[src/rtl/uart_tx_fifo_pkg.sv]
// Shared definitions for the FIFO-buffered UART transmitter: FSM state encoding and defaults.
package uart_tx_fifo_pkg;

    typedef enum logic [1:0] {
        ST_IDLE  = 2'd0,
        ST_START = 2'd1,
        ST_DATA  = 2'd2,
        ST_STOP  = 2'd3
    } tx_state_e;

    localparam int DEFAULT_CLKS_PER_BIT = 868;
    localparam int DEFAULT_FIFO_AW      = 3;
    localparam int DATA_W               = 8;

endpackage

[src/rtl/uart_tx_fifo_sync_fifo.sv]
// Synchronous FIFO with occupancy counter; head entry is visible combinationally on pop_data.
module sync_fifo
    import uart_tx_fifo_pkg::*;
#(
    parameter int WIDTH = DATA_W,
    parameter int AW    = DEFAULT_FIFO_AW
) (
    input  logic             CLK,
    input  logic             RESET,
    input  logic             push,
    input  logic [WIDTH-1:0] push_data,
    input  logic             pop,
    output logic [WIDTH-1:0] pop_data,
    output logic [AW:0]      level,
    output logic             full,
    output logic             empty
);

    localparam int DEPTH = 1 << AW;
    localparam logic [AW:0] DEPTH_L = {1'b1, {AW{1'b0}}};

    logic [WIDTH-1:0] mem_q [DEPTH];
    logic [AW-1:0]    wr_ptr_q, wr_ptr_d;
    logic [AW-1:0]    rd_ptr_q, rd_ptr_d;
    logic [AW:0]      level_q, level_d;
    logic             push_ok, pop_ok;

    // Flags come from the occupancy count so the pointers can wrap freely.
    assign full     = (level_q == DEPTH_L);
    assign empty    = (level_q == '0);
    assign level    = level_q;
    assign pop_data = mem_q[rd_ptr_q];

    assign push_ok = push & ~full;
    assign pop_ok  = pop & ~empty;

    always_comb begin
        wr_ptr_d = wr_ptr_q;
        rd_ptr_d = rd_ptr_q;
        level_d  = level_q;
        if (push_ok) begin
            wr_ptr_d = wr_ptr_q + AW'(1);
        end
        if (pop_ok) begin
            rd_ptr_d = rd_ptr_q + AW'(1);
        end
        case ({push_ok, pop_ok})
            2'b10:   level_d = level_q + (AW+1)'(1);
            2'b01:   level_d = level_q - (AW+1)'(1);
            default: level_d = level_q;
        endcase
    end

    always_ff @(posedge CLK) begin
        if (RESET) begin
            wr_ptr_q <= '0;
            rd_ptr_q <= '0;
            level_q  <= '0;
        end else begin
            wr_ptr_q <= wr_ptr_d;
            rd_ptr_q <= rd_ptr_d;
            level_q  <= level_d;
        end
    end

    always_ff @(posedge CLK) begin
        if (push_ok) begin
            mem_q[wr_ptr_q] <= push_data;
        end
    end

endmodule

[src/rtl/uart_tx_fifo.sv]
// FIFO-buffered 8N1 UART transmitter: byte FIFO feeding a registered serializer FSM.
module uart_tx_fifo
    import uart_tx_fifo_pkg::*;
#(
    parameter int CLKS_PER_BIT = DEFAULT_CLKS_PER_BIT,
    parameter int FIFO_AW      = DEFAULT_FIFO_AW
) (
    input  logic             CLK,
    input  logic             RESET,
    input  logic             wr_en,
    input  logic [7:0]       wr_data,
    input  logic             clr_ovf,
    output logic             full,
    output logic             empty,
    output logic             busy,
    output logic [FIFO_AW:0] level,
    output logic             overflow,
    output logic             TXD,
    output tx_state_e        dbg_state
);

    localparam int CNT_W = (CLKS_PER_BIT > 1) ? $clog2(CLKS_PER_BIT) : 1;
    localparam logic [CNT_W-1:0] CNT_MAX = CNT_W'(CLKS_PER_BIT - 1);

    tx_state_e        state_q, state_d;
    logic [CNT_W-1:0] cnt_q, cnt_d;
    logic [2:0]       bit_idx_q, bit_idx_d;
    logic [7:0]       shift_q, shift_d;
    logic             txd_q, txd_d;
    logic             busy_q, busy_d;
    logic             ovf_q, ovf_d;
    logic             cnt_max;
    logic             fifo_pop;
    logic [7:0]       fifo_head;

    sync_fifo #(
        .WIDTH (8),
        .AW    (FIFO_AW)
    ) u_fifo (
        .CLK       (CLK),
        .RESET     (RESET),
        .push      (wr_en),
        .push_data (wr_data),
        .pop       (fifo_pop),
        .pop_data  (fifo_head),
        .level     (level),
        .full      (full),
        .empty     (empty)
    );

    assign cnt_max = (cnt_q == CNT_MAX);

    always_comb begin
        state_d   = state_q;
        cnt_d     = cnt_max ? '0 : cnt_q + CNT_W'(1);
        bit_idx_d = bit_idx_q;
        shift_d   = shift_q;
        fifo_pop  = 1'b0;
        case (state_q)
            ST_IDLE: begin
                cnt_d     = '0;
                bit_idx_d = '0;
                if (!empty) begin
                    fifo_pop = 1'b1;
                    shift_d  = fifo_head;
                    state_d  = ST_START;
                end
            end
            ST_START: begin
                if (cnt_max) begin
                    bit_idx_d = '0;
                    state_d   = ST_DATA;
                end
            end
            ST_DATA: begin
                if (cnt_max) begin
                    shift_d   = {1'b0, shift_q[7:1]};
                    bit_idx_d = bit_idx_q + 3'd1;
                    if (bit_idx_q == 3'd7) begin
                        state_d = ST_STOP;
                    end
                end
            end
            ST_STOP: begin
                // Chain straight into the next start bit when more data is waiting.
                if (cnt_max) begin
                    if (!empty) begin
                        fifo_pop = 1'b1;
                        shift_d  = fifo_head;
                        state_d  = ST_START;
                    end else begin
                        state_d = ST_IDLE;
                    end
                end
            end
            default: state_d = ST_IDLE;
        endcase
    end

    // TXD is the registered image of the current state, so the line lags the FSM by one clock.
    always_comb begin
        txd_d = 1'b1;
        case (state_q)
            ST_START: txd_d = 1'b0;
            ST_DATA:  txd_d = shift_q[0];
            default:  txd_d = 1'b1;
        endcase
        busy_d = ~empty | (state_q != ST_IDLE);
        ovf_d  = ovf_q;
        if (clr_ovf) begin
            ovf_d = 1'b0;
        end
        if (wr_en && full) begin
            ovf_d = 1'b1;
        end
    end

    always_ff @(posedge CLK) begin
        if (RESET) begin
            state_q   <= ST_IDLE;
            cnt_q     <= '0;
            bit_idx_q <= '0;
            shift_q   <= '0;
            txd_q     <= 1'b1;
            busy_q    <= 1'b0;
            ovf_q     <= 1'b0;
        end else begin
            state_q   <= state_d;
            cnt_q     <= cnt_d;
            bit_idx_q <= bit_idx_d;
            shift_q   <= shift_d;
            txd_q     <= txd_d;
            busy_q    <= busy_d;
            ovf_q     <= ovf_d;
        end
    end

    assign TXD       = txd_q;
    assign busy      = busy_q;
    assign overflow  = ovf_q;
    assign dbg_state = state_q;

endmodule

[config.mk]
export PLATFORM = sky130hd
export DESIGN_NAME = uart_tx_fifo
export DESIGN_NICKNAME = d
export VERILOG_FILES = /design/src/rtl/uart_tx_fifo_pkg.sv /design/src/rtl/uart_tx_fifo_sync_fifo.sv /design/src/rtl/uart_tx_fifo.sv
export SDC_FILE = /design/constraint.sdc
export NUM_CORES = 1
export LEC_CHECK = 0
export BUFFER_PORTS_ARGS = -buffer_cell sky130_fd_sc_hd__buf_2
export CAP_MARGIN = 30
export CORE_UTILIZATION = 65
export CTS_CLUSTER_DIAMETER = 120
export CTS_CLUSTER_SIZE = 10
export DETAILED_ROUTE_END_ITERATION = 7
export PLACE_DENSITY_LB_ADDON = 0.08
export SYNTH_ARGS = -nofsm -noshare
export SYNTH_HDL_FRONTEND = slang
export SYNTH_SLANG_ARGS = --single-unit
[constraint.sdc]
create_clock -name CLK -period 6.6 [get_ports CLK]
set_clock_uncertainty 0.05 [all_clocks]
set_input_delay 1.65 -clock CLK [delete_from_list [all_inputs] [get_ports CLK]]
set_output_delay 1.65 -clock CLK [all_outputs]
set_load 0.1 [all_outputs]
# Yosys cells after proc, flatten, opt, wreduce, memory -nomap -nowiden
# Memories as Yosys holds them, arrays and structs flattened. A register that Yosys moved wholly into a read port is not among the register bits.
# Index checks and enable logic that the tools add are counted.
[op_classes] addsub=6 eq_ne=13 mux=25 n_bitwise=5 n_reduce_logical=12
[op_table] cell="two-way mux 8 bit" n=3
[op_table] cell="one-hot mux 8 bit (3 select lines)" n=1
[op_table] cell="two-way mux 3 bit" n=4
[op_table] cell="adder 10 x 1 -> 10 bit, second input constant" n=1
[op_table] cell="equality test 10 bit, second input constant" n=1
[op_table] cell="two-way mux 2 bit" n=5
[op_table] cell="!= test 2 bit, second input constant" n=5
[op_table] cell="adder 3 x 1 -> 3 bit, second input constant" n=3
[op_table] cell="one-hot mux 3 bit (3 select lines)" n=1
[op_table] cell="one-hot mux 2 bit (4 select lines)" n=1
[op_table] cell="one-hot mux 4 bit (2 select lines)" n=1
[op_table] cell="two-way mux 1 bit" n=7
[op_table] cell="equality test 2 bit, second input constant" n=3
[op_table] cell="AND reduction 3 bit" n=2
[op_table] cell="nonzero test 2 bit" n=3
[op_table] cell="nonzero test 3 bit" n=2
[op_table] cell="AND reduction 5 bit" n=1
[op_table] cell="adder 4 x 1 -> 4 bit, second input constant" n=1
[op_table] cell="equality test 2 x 1 -> 1 bit, second input constant" n=2
[op_table] cell="equality test 4 bit, second input constant" n=1
[op_table] cell="zero test 4 bit" n=1
[op_table] cell="one-hot mux 1 bit (2 select lines)" n=2
[op_table] cell="subtractor 4 x 1 -> 4 bit, second input constant" n=1
[op_table] cell="equality test 3 bit, second input constant" n=1
[op_table] cell="6 further kinds" n=8
[totals] reg_bits=36 ram_bits=64 inputBits=12 out_inout_bits=11 word_cells=72 mem_count=1
[memory_table] name="u_fifo.mem_q" depth=8 width=8 read_ports=1 rd_clocked_by_memory_dff=1 write_ports=1 line_no="uart_tx_fifo_sync_fifo.sv:22" rtl="logic [WIDTH-1:0] mem_q [DEPTH];"

# Depth between registers and ports, before layout
[depth] depth_word=7 depth_mapped=12

# Cells and area by module
# A second synthesis with hierarchy kept.
[hier_totals] cells_unflattened=302 hier_area_um2=4463.0
[modules_own_cells] mod="sync_fifo" n_inst=1 cells_each=167 area_each_um2=3150.5 seq_area_each_um2=2182.1
[modules_own_cells] mod="uart_tx_fifo" n_inst=1 cells_each=135 area_each_um2=1312.5 seq_area_each_um2=520.5

# Worst setup path after synthesis
# Ideal clock, no wire load.
[synth_timing] path_type="register -> output" startpoint="register u_fifo.level_q[3] (netlist: u_fifo.level[3])" endpoint="output port full" arrival_ns=2.273 required_ns=4.900 path_slack_ns=2.627 stages_incl_launch_ff=4 path_buffers=1 cell_sequence="dfxtp_1 or4b_1 clkbuf_1 inv_1"
[synth_via] elab_chain_cells=1
[synth_lines] item="start: declaration" line_no="uart_tx_fifo_sync_fifo.sv:25" rtl="logic [AW:0] level_q, level_d;"
[synth_lines] item="start signal: assignment" line_no="uart_tx_fifo_sync_fifo.sv:62" rtl="level_q <= level_d;"
[synth_lines] item="equality test 4 bit" line_no="uart_tx_fifo_sync_fifo.sv:29" rtl="assign full = (level_q == DEPTH_L);"
[synth_lines] item="end: declaration" line_no="uart_tx_fifo.sv:13" rtl="output logic full,"
# Every way passes these cells.

# Final worst setup path
[layout_timing] startpoint="register u_fifo.level_q[1] (netlist: u_fifo.level[1])" endpoint="output port full"
# Same word-level chain as after synthesis.

==> flow_summary.ini <==
[outcome]
status = finished clean

[cts]
clock_path_buffers = 2
cts_setup_buffers = 0
cts_sinks = 103
hold_buffers = 0
clockRootBuffer = clkbuf_8
htree_levels = 3
cts_resized = 0
cts_tree = done
clk_latency_ns = 0.36
cts_made_buffers = 9
clk_pin_slew_ns = 0.10

[global_routing]
grt_overflow = 0
antenna_found_initial = 0
grt_pass1_wl_mm = 12.2
grt_use_total_pct = 23.3
grt_max_degree = 23
first_global_vias = 2408

[placement]
dpl_cell_area_sq_mm = 0.00454
portBuffers = 22
dp_hpwl_mm = 5.17
place_congestion = 0.752

[final_layout]
layout_common_cells = 64 x edfxtp_1, 39 x dfxtp_1, 25 x nor2_1
layout-drive-gt1-share_pct = 21.8
stdcell_area_sq_mm = 0.00473
syn_to_final_growth_pct = 8.81
fin_nets = 365
final_common_cell = edfxtp_1
diodes = 0
fin_util_pct = 74.1

[route]
routed_via_density = 6.00
remaining_drc_errors = 0
wl_mm = 7.42
drtIter0Drc = 155
drtAntennaViolNets = 0
vias = 2527
drt_pass1_iterations = 4
wl_per_cell_um = 17.6

[power]
p_per_area_mw_per_mm2 = 432
cellLeakagePower_nw = 1.63
vdd_ir_drop_max_v = 0.000389

[die]
io_pins = 23
fp.dieW_um = 83.8
start_util_pct = 68.1
dieArea_sq_mm = 0.00702
rows = 29
fp.dieH_um = 83.8
coreArea_sq_mm = 0.00639

[worst_hold_path]
hold_depth = 1
hold_class = flop to flop
hp-start = cnt_q[0]

[sta]
holdWs_ns = 0.427
timing_hold_violations_final = 0
rsz0062_at_grt = no
slew_headroom_pct = 39.4
tns_ns = 0
setup_viol = 0
slew_violations = 0
post-route-period-util_pct = 55.4
fmax_ghz = 0.273
tightest_slew_ns = 0.905
period_needed_ns = 3.66

[synthesis]
ys_warn_count = 0
syn_area_sq_mm = 0.00435
ys_seq_area_share_pct = 62.2
synthArstFlopShare_pct = 0
ys.flop_type = edfxtp_1
avgSynthCellArea_sq_um = 13.9
ys_types = 51
syn_inst = 313
synth-edff-count = 64
synth_nets = 339
synth_seq_cells = 103

[run]
drv_cap = 0

[critical_path]
crit_path_max_incr_delay_ns = 0.64
path_cells = or4b_1 -> inv_1 -> buf_2
regToRegStartpoint = dbg_state[0]
endpoint_kind = primary output
cp.arrival_ns = 1.96
slowest_stage = or4b_1
critPathMaxFanout = 9
critPathLaunch = u_fifo.level[1]
criticalPathCategory = flop to primary output
reg2reg_depth = 11
required_ns = 4.90
cp-start-kind = flop
-- metrics by stage --
step	power, mW	worst slack (ns)	std cells
2_1_floorplan	1.54	2.63	313
3_3_place_gp	1.66	3.30	403
3_5_place_dp	1.69	3.26	405
4_1_cts	2.05	2.93	421
5_1_grt	2.16	2.85	421
6_report	2.04	2.94	421
-- metal layers --
metal  wire (um)  GRT usage, %
met5           0             0
met4          84          7.24
met3         222          5.93
met2        3580          35.6
met1        3540          33.4
-- state kept, by name (all words and copies together), names as in the netlist, named ones only --
register,cells
cnt_q,10
bit_idx_q,3
TXD,1
u_fifo.mem_q,64
busy,1
overflow,1
u_fifo.level,4
shift_q,8
dbg_state,2
u_fifo.wr_ptr_q,3
u_fifo.rd_ptr_q,3
-- path summary, 6_finish.rpt --
path / endpoint / slack, ns
worst min register to register: cnt_q[0] / 0.43
worst max-delay path: full / 2.94
worst max register to register: u_fifo.level[2] / 3.79
worst min-delay path: cnt_q[0] / 0.43
-- cell type report --
class                      count  area [sq um]
clock buffer                   9           124
clock inverter                 7          66.3
fill                         424          1660
inverter                      16          60.1
multi-input combinational    181          1520
sequential                   103          2700
tap                           77          96.3
timing repair buffer          28           160
-- power by group --
group          switching, mW  internal (mW)
clock                  0.225          0.146
sequential            0.0808          0.767
combinational          0.530          0.293
total                  0.836           1.21
-- Yosys cell counts, types with 2 or more instances --
cell      instances  share of area (%)
a21oi_1          19                2.2
a22o_1            9                1.8
a32oi_1           2               0.40
and3_2            2               0.35
buf_2             3               0.35
clkbuf_1          7               0.60
dfxtp_1          39                 18
edfxtp_1         64                 44
ha_1             14                4.0
inv_1            16                1.4
mux2i_1           3               0.69
mux4_2           16                8.3
nand2_1           9               0.78
nand2b_1          3               0.43
nand3_1           8               0.92
nor2_1           25                2.2
nor2b_1           2               0.29
nor3_1           10                1.2
nor4_1            2               0.29
nor4_4            2               0.98
nor4b_1           2               0.40
o21ai_0           6               0.69
o22ai_1           7                1.0
or2_2             3               0.43
or3_1             3               0.43
xnor2_1           6                1.2
xor2_1            7                1.4
-- critical path, delay by kind of cell, from the launching register on --
kind,cells,cell delay (ns)
buffers and inverters,2,0.53
flip-flops,1,0.42
AND/OR/NAND/NOR,1,0.64
-- cells by family (layout without fill, tap and decap cells) --
| logic type | Yosys count | count (layout) | synth area share [%] |
|---|---|---|---|
| adders and majority gates | 14 | 14 | 4.03 |
| buffers and inverters | 29 | 60 | 2.85 |
| AOI/OAI and AO/OA | 52 | 52 | 8.35 |
| and+or+nand+nor | 83 | 83 | 11.0 |
| DFF | 103 | 103 | 62.2 |
| muxes | 19 | 19 | 8.98 |
| xor gates and xnor gates | 13 | 13 | 2.62 |
Note: power is estimated with default switching activity, not from simulation.
